===== src/rtl/reg_readback.sv =====
// Read responder for a register bank: indexes a packed register bus on request
// and returns the value through a 2-entry response buffer with 1-cycle latency.
module reg_readback #(
  parameter int              width      = 32,
  parameter int              num_regs   = 8,
  parameter int              addr_width = 3,
  parameter logic [width-1:0] err_value = '0
) (
  input  logic                      clk,
  input  logic                      reset,
  input  logic [width*num_regs-1:0] reg_bus,
  input  logic                      req_valid,
  output logic                      req_ready,
  input  logic [addr_width-1:0]     req_addr,
  output logic                      rsp_valid,
  input  logic                      rsp_ready,
  output logic [width-1:0]          rsp_data,
  output logic                      rsp_err,
  output logic [15:0]               rd_count
);

  localparam logic [addr_width:0] num_regs_lim = (addr_width+1)'(num_regs);

  logic [width-1:0] buf_data [2];
  logic             buf_err  [2];
  logic             wr_ptr;
  logic             rd_ptr;
  logic [1:0]       count;
  logic [width-1:0] hold_data;
  logic             hold_err;

  logic             push;
  logic             pop;
  logic             in_range;
  logic [width-1:0] sel_data;
  logic [width-1:0] push_data;

  always_comb begin
    sel_data = '0;
    for (int i = 0; i < num_regs; i++) begin
      if (req_addr == addr_width'(i)) sel_data = reg_bus[i*width +: width];
    end
  end

  assign in_range  = ({1'b0, req_addr} < num_regs_lim);
  assign push_data = in_range ? sel_data : err_value;

  // req_ready looks only at occupancy so rsp_ready never reaches it combinationally
  assign req_ready = (count != 2'd2) && !reset;
  assign rsp_valid = (count != 2'd0);
  assign push      = req_valid && req_ready;
  assign pop       = rsp_valid && rsp_ready;

  // An empty buffer shows the last popped entry rather than a stale slot
  assign rsp_data = rsp_valid ? buf_data[rd_ptr] : hold_data;
  assign rsp_err  = rsp_valid ? buf_err[rd_ptr]  : hold_err;

  always_ff @(posedge clk or posedge reset) begin
    if (reset) begin
      for (int i = 0; i < 2; i++) begin
        buf_data[i] <= '0;
        buf_err[i]  <= 1'b0;
      end
      wr_ptr    <= 1'b0;
      rd_ptr    <= 1'b0;
      count     <= 2'd0;
      hold_data <= '0;
      hold_err  <= 1'b0;
      rd_count  <= 16'd0;
    end else begin
      if (push) begin
        buf_data[wr_ptr] <= push_data;
        buf_err[wr_ptr]  <= !in_range;
        wr_ptr           <= ~wr_ptr;
        rd_count         <= rd_count + 16'd1;
      end
      if (pop) begin
        rd_ptr    <= ~rd_ptr;
        hold_data <= buf_data[rd_ptr];
        hold_err  <= buf_err[rd_ptr];
      end
      if (push && !pop)      count <= count + 2'd1;
      else if (pop && !push) count <= count - 2'd1;
    end
  end

endmodule


===== config.mk =====
export PLATFORM = sky130hd
export DESIGN_NAME = reg_readback
export DESIGN_NICKNAME = d
export VERILOG_FILES = /design/src/rtl/reg_readback.sv
export SDC_FILE = /design/constraint.sdc
export NUM_CORES = 1
export LEC_CHECK = 0
export CAP_MARGIN = 20
export CORE_ASPECT_RATIO = 2
export CORE_MARGIN = 3
export CORE_UTILIZATION = 48
export DETAILED_ROUTE_END_ITERATION = 16
export GPL_ROUTABILITY_DRIVEN = 0
export GPL_TIMING_DRIVEN = 1
export PLACE_DENSITY = 0.95
export SYNTH_ARGS = -nofsm -noshare
export SYNTH_HDL_FRONTEND = slang
export SYNTH_SLANG_ARGS = --single-unit

===== constraint.sdc =====
create_clock -name clk -period 9.5 [get_ports clk]
set_clock_uncertainty 0.15 [all_clocks]
set_input_delay 1.9 -clock clk [delete_from_list [all_inputs] [get_ports clk]]
set_output_delay 1.9 -clock clk [all_outputs]
set_load 0.02 [all_outputs]

Yosys cells after proc, flatten, opt, wreduce, memory -nomap -nowiden
Cells that the tools add are included.
{"block": "word_totals", "regBits": 119, "latch_bits": 0, "ram_bits": 0, "rom_bits": 0, "out_inout_bits": 51, "mem_count": 0}
{"block": "classes", "add_sub_neg": 3, "n_mul": 0, "n_div": 0, "magnitude_cmp": 3, "n_eq_ne": 8, "shifts": 0, "muxes": 23, "n_bitwise": 6, "n_reduce_logical": 12}
{"cell": "2-to-1 mux 32 bit", "n": 13}
{"cell": "bitwise mux 64 bit", "n": 1}
{"cell": "demux 32 bit (select 1 bit)", "n": 1}
{"cell": "adder 16 x 1 -> 16 bit (second input constant)", "n": 1}
{"cell": "== test 3 bit (second input constant)", "n": 4}
{"cell": "== test 3 x 2 -> 1 bit (second input constant)", "n": 2}
{"cell": "logical AND 1 bit", "n": 6}
{"cell": "2-to-1 mux 1 bit", "n": 5}
{"cell": ">= comparator 2 bit (second input constant)", "n": 2}
{"cell": "2-to-1 mux 2 bit", "n": 2}
{"cell": "NOT 1 -> 2 bit", "n": 2}
{"cell": "nonzero test 2 bit", "n": 2}
{"cell": "== test 3 x 1 -> 1 bit (second input constant)", "n": 1}
{"cell": "zero test 1 bit", "n": 3}
{"cell": "zero test 3 bit", "n": 1}
{"cell": "adder 2 x 1 -> 2 bit (second input constant)", "n": 1}
{"cell": "AND 2 bit", "n": 1}
{"cell": "less-than comparator 2 x 1 -> 1 bit (second input constant)", "n": 1}
{"cell": "inequality test 2 bit (second input constant)", "n": 1}
{"cell": "NOT 1 bit", "n": 2}
{"cell": "NOT 2 bit", "n": 1}
{"cell": "subtractor 2 x 1 -> 2 bit (second input constant)", "n": 1}
{"cell": "demux 1 bit (select 1 bit)", "n": 1}

Logic depth before layout (Yosys ltp)
Gate-level depths: netlist of the first run.
{"block": "depth", "ltp_word": 10, "ltp_mapped": 8, "mapped_depth_nobuf": 6}

Least setup slack after synthesis of the first run
No wires, ideal clock.
{"block": "synth_path", "path_kind": "input to output", "startpoint": "in reset", "endpoint": "out req_ready", "arrival_time_ns": 2.193, "slack_ns": 5.257, "cell_stages": 1, "n_path_buf": 0, "path_cell_list": "nor2_1"}
{"block": "synth_between", "elab_chain_len": 2}
{"element": "start, declared", "line_no": "10", "text": "input logic reset,"}
{"element": "zero test 1 bit (no source line)"}
{"element": "logical AND 1 bit", "line_no": "49", "text": "assign req_ready = (count != 2'd2) && !reset;"}
{"element": "end, declared", "line_no": "13", "text": "output logic req_ready,"}
Every way passes these cells.

Worst setup path after layout of the first run
Ends and elaborated chain as after synthesis.

==> results_dict.tcl, run 1 <==
set metrics [dict create \
    start_kind "input pin" \
    cts_hold_buffers 0 \
    hold_class "reg -> reg" \
    dpl.cell_count 1285 \
    synth_fa_ha_area_frac 0.00324 \
    syn_area_mm2 0.00773 \
    antenna_found_initial 0 \
    synth_edf_count 0 \
    ir_worst_vdd_mv 0.139 \
    num_rows 65 \
    rsz0062_at_grt "no" \
    finalMaxSlewViolations 0 \
    place_hpwl_um 18300 \
    clockBufferDepth 2 \
    power_leakage_nw 4.73 \
    fp.coreArea_mm2 0.0158 \
    critPathMaxFanout 4 \
    dr_wl_met2_um 13500 \
    first_iter_violations 481 \
    yosysWarnings 0 \
    synth-simple-area-share 0.162 \
    crit_family "buffers and inverters" \
    muxShareOfSynthArea 0.178 \
    stdcell_count 1316 \
    async_reset_ff_frac 1.00 \
    cts_root_buffer "clkbuf_16" \
    drive_gt1_frac 0.0610 \
    routed_wire_length_per_instance_um 19.0 \
    crit_chain "clkdlybuf4s50_1 -> nor2_1 -> clkdlybuf4s50_1" \
    cpMostUsedCell "clkdlybuf4s50_1" \
    critical_path_required_ns 7.45 \
    synth_cells 840 \
    period_share 0.546 \
    wl_met1_um 9530 \
    place_ws_ns 4.32 \
    synth_flop_cell "dfrtp_1" \
    synth-xor-area-share 0.0215 \
    io_pins 314 \
    wl_met3_um 1170 \
    maxCapViolations 0 \
    first_global_vias 7599 \
    ant_nets 0 \
    ctsResizeCount 0 \
    cts_tree "yes" \
    status "finished, final reports clean" \
    cp_slowest_cell "clkdlybuf4s50_1" \
    cp.buffers_inverters 2 \
    drt-pass1-iter-count 6 \
    syn_nets 1105 \
    cts.sinks 119 \
    utilization 0.722 \
    antenna_cells 0 \
    crit_type "in -> out" \
    synth_top_family_by_area "compound AO/OA/AOI/OAI gates" \
    grt_use_total 0.280 \
    timing.final.ws_setup_ns 4.32 \
    end_kind "output port" \
    die_h_um 185 \
    htreeDepth 4 \
    power.density_mw_per_mm2 259 \
    max_stage_delay_ns 0.61 \
    hold_viol 0 \
    final_nets 1368 \
    synth-seq-cells 119 \
    top_layer "met4" \
    post_cts_buffers 0 \
    setup_viol 0 \
    worstPathArrival_ns 3.13 \
    wirelength_um 25000 \
    synth_compound_area_frac 0.191 \
    num_vias 7537 \
    viasPerCell 5.73 \
    die_w_um 95.7 \
    grt_remaining_overflow 0 \
    insertion_delay_ns 0.41 \
    grt_max_degree 88 \
    synth_area_leaders "dfrtp_1 39%, mux2i_1 18%, a21oi_1 5.4%" \
    grt_pass1_wl_um 38400 \
    cts_made_buffers 17 \
    fmax_mhz 193 \
    synth_seq_area_share 0.385 \
    post-route-drc-count 0 \
    portBuffers 313 \
    fin_setup_tns_ns 0 \
    p_total_w 0.00295 \
    initial_core_util 0.490 \
    worst_pin_slew_ns 1.08 \
    yosys.area.top_type "dfrtp_1" \
    die_area_mm2 0.0178 \
    syn_to_final_growth_pct 47.3 \
    post-route-min-period_ns 5.18 \
    avgSynthCellArea_um2 9.20 \
    slew_headroom 0.283 \
    path_clk_slew_ns 0.06 \
    yosysTopAreaCellShare 0.385 \
    synth_cell_types 40 \
]
[registers in the layout, indices dropped and copies added, names as in the netlist]
| register | flops |
|---|---|
| count | 2 |
| buf_err | 2 |
| rd_ptr | 1 |
| wr_ptr | 1 |
| hold_err | 1 |
| rd_count | 16 |
| buf_data | 64 |
| hold_data | 32 |
[per-layer routing]
layer  global-route usage  vias up
met5                    0        -
met3               0.0498       52
met4                0.109        0
li1                     -     3576
met1                0.335     3611
met2                0.492      298
[worst paths after layout]
path | from | to | slack (ns) | cells after the start
max in group asynchronous | reset | rd_ptr | 6.05 | 3
worst min-delay path | rd_count[15] | rd_count[15] | 0.32 | 1
min in group asynchronous | reset | rd_count[1] | 1.89 | 2
worst min register to register | rd_count[15] | rd_count[15] | 0.32 | 1
worst max register to register | count[0] | count[1] | 6.73 | 8
worst max-delay path | reset | req_ready | 4.32 | 3
[metrics by stage]
stage,hold WS [ns],instance area (um^2)
3_3_place_gp,0.310,10700
2_1_floorplan,0.300,7730
5_1_grt,0.342,11400
4_1_cts,0.324,11400
6_report,0.320,11400
3_5_place_dp,0.312,10800
[synth_stat cells, types with 3 or more instances]
| cell type | count |
|---|---|
| nand4_1 | 6 |
| nand3b_1 | 50 |
| o21ai_2 | 7 |
| clkbuf_1 | 19 |
| mux2i_1 | 136 |
| nand3_1 | 7 |
| xor2_1 | 5 |
| and2_1 | 3 |
| o21ai_1 | 7 |
| o21ai_0 | 34 |
| o211ai_1 | 50 |
| o211ai_2 | 7 |
| buf_4 | 12 |
| dfrtp_1 | 119 |
| a22oi_1 | 7 |
| nor2_1 | 86 |
| nand2_1 | 83 |
| a2bb2oi_1 | 7 |
| a21oi_1 | 83 |
| a32oi_1 | 25 |
| xnor2_1 | 14 |
| buf_2 | 39 |
| and3_1 | 5 |
| buf_6 | 6 |
[report_power, final]
group / leakage (nW) / internal [W] / switching (W)
clock network: 0.292 / 0.000439 / 0.000236
logic: 3.01 / 0.000635 / 0.000743
registers: 1.43 / 0.000729 / 0.000167
[kinds of logic (layout without fill, tap and decap cells)]
| logic type | count (synthesis) | count (layout) |
|---|---|---|
| adders and majority gates | 2 | 2 |
| muxes | 137 | 137 |
| AOI/OAI and AO/OA | 227 | 227 |
| DFF | 119 | 119 |
| and+or+nand+nor | 257 | 257 |
| buffers and inverters | 79 | 354 |
| xor gates and xnor gates | 19 | 19 |
[placed cells by master, fill, tap and decap left out, types with 2 or more instances in the layout]
master           synthesis  final
mux2i_1                136    136
clkbuf_16                0     17
nand3_1                  7      7
nand2_1                 83     83
xor2_1                   5      5
nand4_1                  6      6
buf_4                   12      8
clkinv_4                 0      2
inv_6                    0      3
nor2_1                  86     86
a22oi_1                  7      7
nand2b_1                 2      2
xnor2_1                 14     14
clkdlybuf4s50_1          0    310
o21ai_1                  7      7
and4_1                   2      2
ha_1                     2      2
nor2_2                   2      2
and2_1                   3      3
dfrtp_1                119    118
o21ai_0                 34     34
a21oi_1                 83     83
bufinv_16                0      4
nand3b_1                50     50
a2bb2oi_1                7      7
nor2b_1                  2      2
and3_1                   5      4
clkinvlp_4               0      4
o211ai_2                 7      7
o211ai_1                50     50
o21ai_2                  7      7
a32oi_1                 25     25
[final cells by class]
class                           count  area [um^2]
Fill cell                        1138         4390
Sequential cell                   119         2980
Tap cell                          201          251
Inverter                            1         6.26
Timing Repair Buffer              322         3220
Clock inverter                     14          199
Multi-Input combinational cell    642         4300
Clock buffer                       17          425
(Power assumes the default switching activity.)
==> run 2, diff against run 1 <==
--- a/config.mk
+++ b/config.mk
@@ -8,11 +8,11 @@
 export CAP_MARGIN = 20
 export CORE_ASPECT_RATIO = 2
 export CORE_MARGIN = 3
-export CORE_UTILIZATION = 48
+export CORE_UTILIZATION = 44
 export DETAILED_ROUTE_END_ITERATION = 16
 export GPL_ROUTABILITY_DRIVEN = 0
 export GPL_TIMING_DRIVEN = 1
-export PLACE_DENSITY = 0.95
+export PLACE_DENSITY = 0.89
 export SYNTH_ARGS = -nofsm -noshare
 export SYNTH_HDL_FRONTEND = slang
 export SYNTH_SLANG_ARGS = --single-unit
==> constraint.sdc (replaced) <==
create_clock -name clk -period 5.1 [get_ports clk]
set_clock_uncertainty 0.15 [all_clocks]
set_input_delay 1.02 -clock clk [delete_from_list [all_inputs] [get_ports clk]]
set_output_delay 1.02 -clock clk [all_outputs]
set_load 0.02 [all_outputs]
==> results_dict.tcl, run 2 (synthesis results as in run 1) <==
set metrics [dict create \
    status "finished, final reports clean" \
    ant_nets 0 \
    grt_max_degree 86 \
    post_cts_buffers 0 \
    seqPwrFrac 0.312 \
    syn_to_final_growth_pct 46.9 \
    start_kind "flip-flop" \
    rsz0062_at_grt "no" \
    setup_viol 0 \
    critPathMaxFanout 49 \
    place_ws_ns 1.63 \
    drive_gt1_frac 0.0609 \
    drt-pass1-iter-count 5 \
    grt_pass1_wl_um 40400 \
    hold_ws_ns 0.326 \
    maxCapViolations 0 \
    fp.coreArea_mm2 0.0173 \
    reg_top3 "buf_data x64, hold_data x32, rd_count x16" \
    first_global_vias 7741 \
    insertion_delay_ns 0.41 \
    final_area_mm2 0.0114 \
    antenna_cells 0 \
    switchingPower_w 0.00212 \
    initial_core_util 0.448 \
    cts_hold_buffers 0 \
    die_h_um 193 \
    power_frac_comb 0.473 \
    hold_viol 0 \
    fmax_mhz 254 \
    regArea_mm2 0.00298 \
    cts.sinks 119 \
    wirelength_um 25300 \
    portBuffers 313 \
    multi_input_area_mm2 0.00430 \
    power_leakage_nw 4.71 \
    ctsResizeCount 0 \
    die_area_mm2 0.0193 \
    place_hpwl_um 19100 \
    htreeDepth 4 \
    antenna_found_initial 0 \
    post-route-drc-count 0 \
    cts_made_buffers 17 \
    routed_wire_length_per_instance_um 19.0 \
    grt_remaining_overflow 0 \
    end_kind "output port" \
    slew_headroom 0.295 \
    num_rows 68 \
    io_pins 314 \
    worstPathArrival_ns 2.77 \
    p_total_w 0.00540 \
    fillers 1348 \
    final_common_cell "clkdlybuf4s50_1" \
    cts_root_buffer "clkbuf_16" \
    dpl_cell_area_mm2 0.0107 \
    top_register "buf_data" \
    fin_setup_tns_ns 0 \
    timing.final.ws_setup_ns 1.16 \
    critical_path_required_ns 3.93 \
    crit_type "reg -> out" \
    p_sw_frac 0.393 \
    power.density_mw_per_mm2 475 \
    num_vias 7608 \
    worst_pin_slew_ns 1.06 \
    die_w_um 99.7 \
    ir_worst_vdd_mv 0.340 \
    grt_use_total 0.263 \
    largest_reg_flops 64 \
    finalMaxSlewViolations 0 \
    period_share 0.773 \
    mostFrequentLayoutCells "310 x clkdlybuf4s50_1, 136 x mux2i_1, 118 x dfrtp_1, 86 x nor2_1" \
    first_iter_violations 438 \
    p_clk_frac 0.215 \
    clockBufferDepth 2 \
    path_clk_slew_ns 0.05 \
    cts_tree "yes" \
    post-route-min-period_ns 3.94 \
    final_nets 1369 \
    viasPerCell 5.73 \
    internal-power_w 0.00328 \
    hold_class "reg -> reg" \
]
-- run 2: cell count changes in the layout (fill, tap and decap cells not counted) --
cell	previous run	this run
inv_6	3	0
bufinv_16	4	2
clkbuf_1	0	2
clkinv_2	1	3
clkinvlp_4	4	6
buf_12	0	1
buf_4	8	9
buf_8	1	0
clkbuf_8	0	1
clkinv_4	2	1
-- run 2: worst max-delay path: stages, from the launching register on --
cell and delay, ns:
dfrtp_1 0.44, or2_2 0.77, buf_4 0.36, nor2_1 0.06, a21oi_1 0.12, clkdlybuf4s50_1 0.61
-- run 2: metrics by stage --
| stage | instances | utilization |
|---|---|---|
| finish | 1327 | 0.658 |
| global route | 1327 | 0.658 |
| CTS | 1325 | 0.655 |
| detailed placement | 1293 | 0.622 |
| global placement | 1293 | 0.622 |
| floorplan | 840 | - |
-- run 2: power by group through the flow --
| stage | clock [W] | combinational, W | sequential [W] |
|---|---|---|---|
| floorplan | 0 | 0.00154 | 0.00157 |
| global placement | 0 | 0.00245 | 0.00166 |
| detailed placement | 0 | 0.00251 | 0.00169 |
| CTS | 0.00117 | 0.00255 | 0.00168 |
| global route | 0.00120 | 0.00278 | 0.00174 |
| finish | 0.00116 | 0.00256 | 0.00168 |
-- run 2: path summary, 6_finish.rpt --
path | cells past startpoint | start | slack (ns) | to
worst max-delay path | 5 | count[0] | 1.16 | rsp_data[25]
worst min-delay path | 1 | rd_count[15] | 0.33 | rd_count[15]
worst max register to register | 6 | count[0] | 2.35 | count[1]
worst min register to register | 1 | rd_count[15] | 0.33 | rd_count[15]
max in group asynchronous | 3 | reset | 2.80 | buf_data[53]
min in group asynchronous | 2 | reset | 1.07 | buf_data[0]
-- run 2: layout make-up --
| cell class | instances | share of cell area |
|---|---|---|
| clock buffers | 20 | 0.0393 |
| clock inverters | 12 | 0.0113 |
| inverters | 1 | 0.000551 |
| multi-input cells | 642 | 0.379 |
| flip-flops and latches | 119 | 0.262 |
| well taps | 210 | 0.0231 |
| repair buffers | 323 | 0.285 |
-- run 2: layer usage --
| metal | global-route usage | wire length (um) | vias to the layer above |
|---|---|---|---|
| met4 | 0.104 | 953 | 0 |
| met2 | 0.472 | 13800 | 323 |
| met3 | 0.0433 | 1260 | 66 |
| met1 | 0.305 | 9250 | 3641 |
| met5 | 0 | 0 | - |
| li1 | - | - | 3578 |
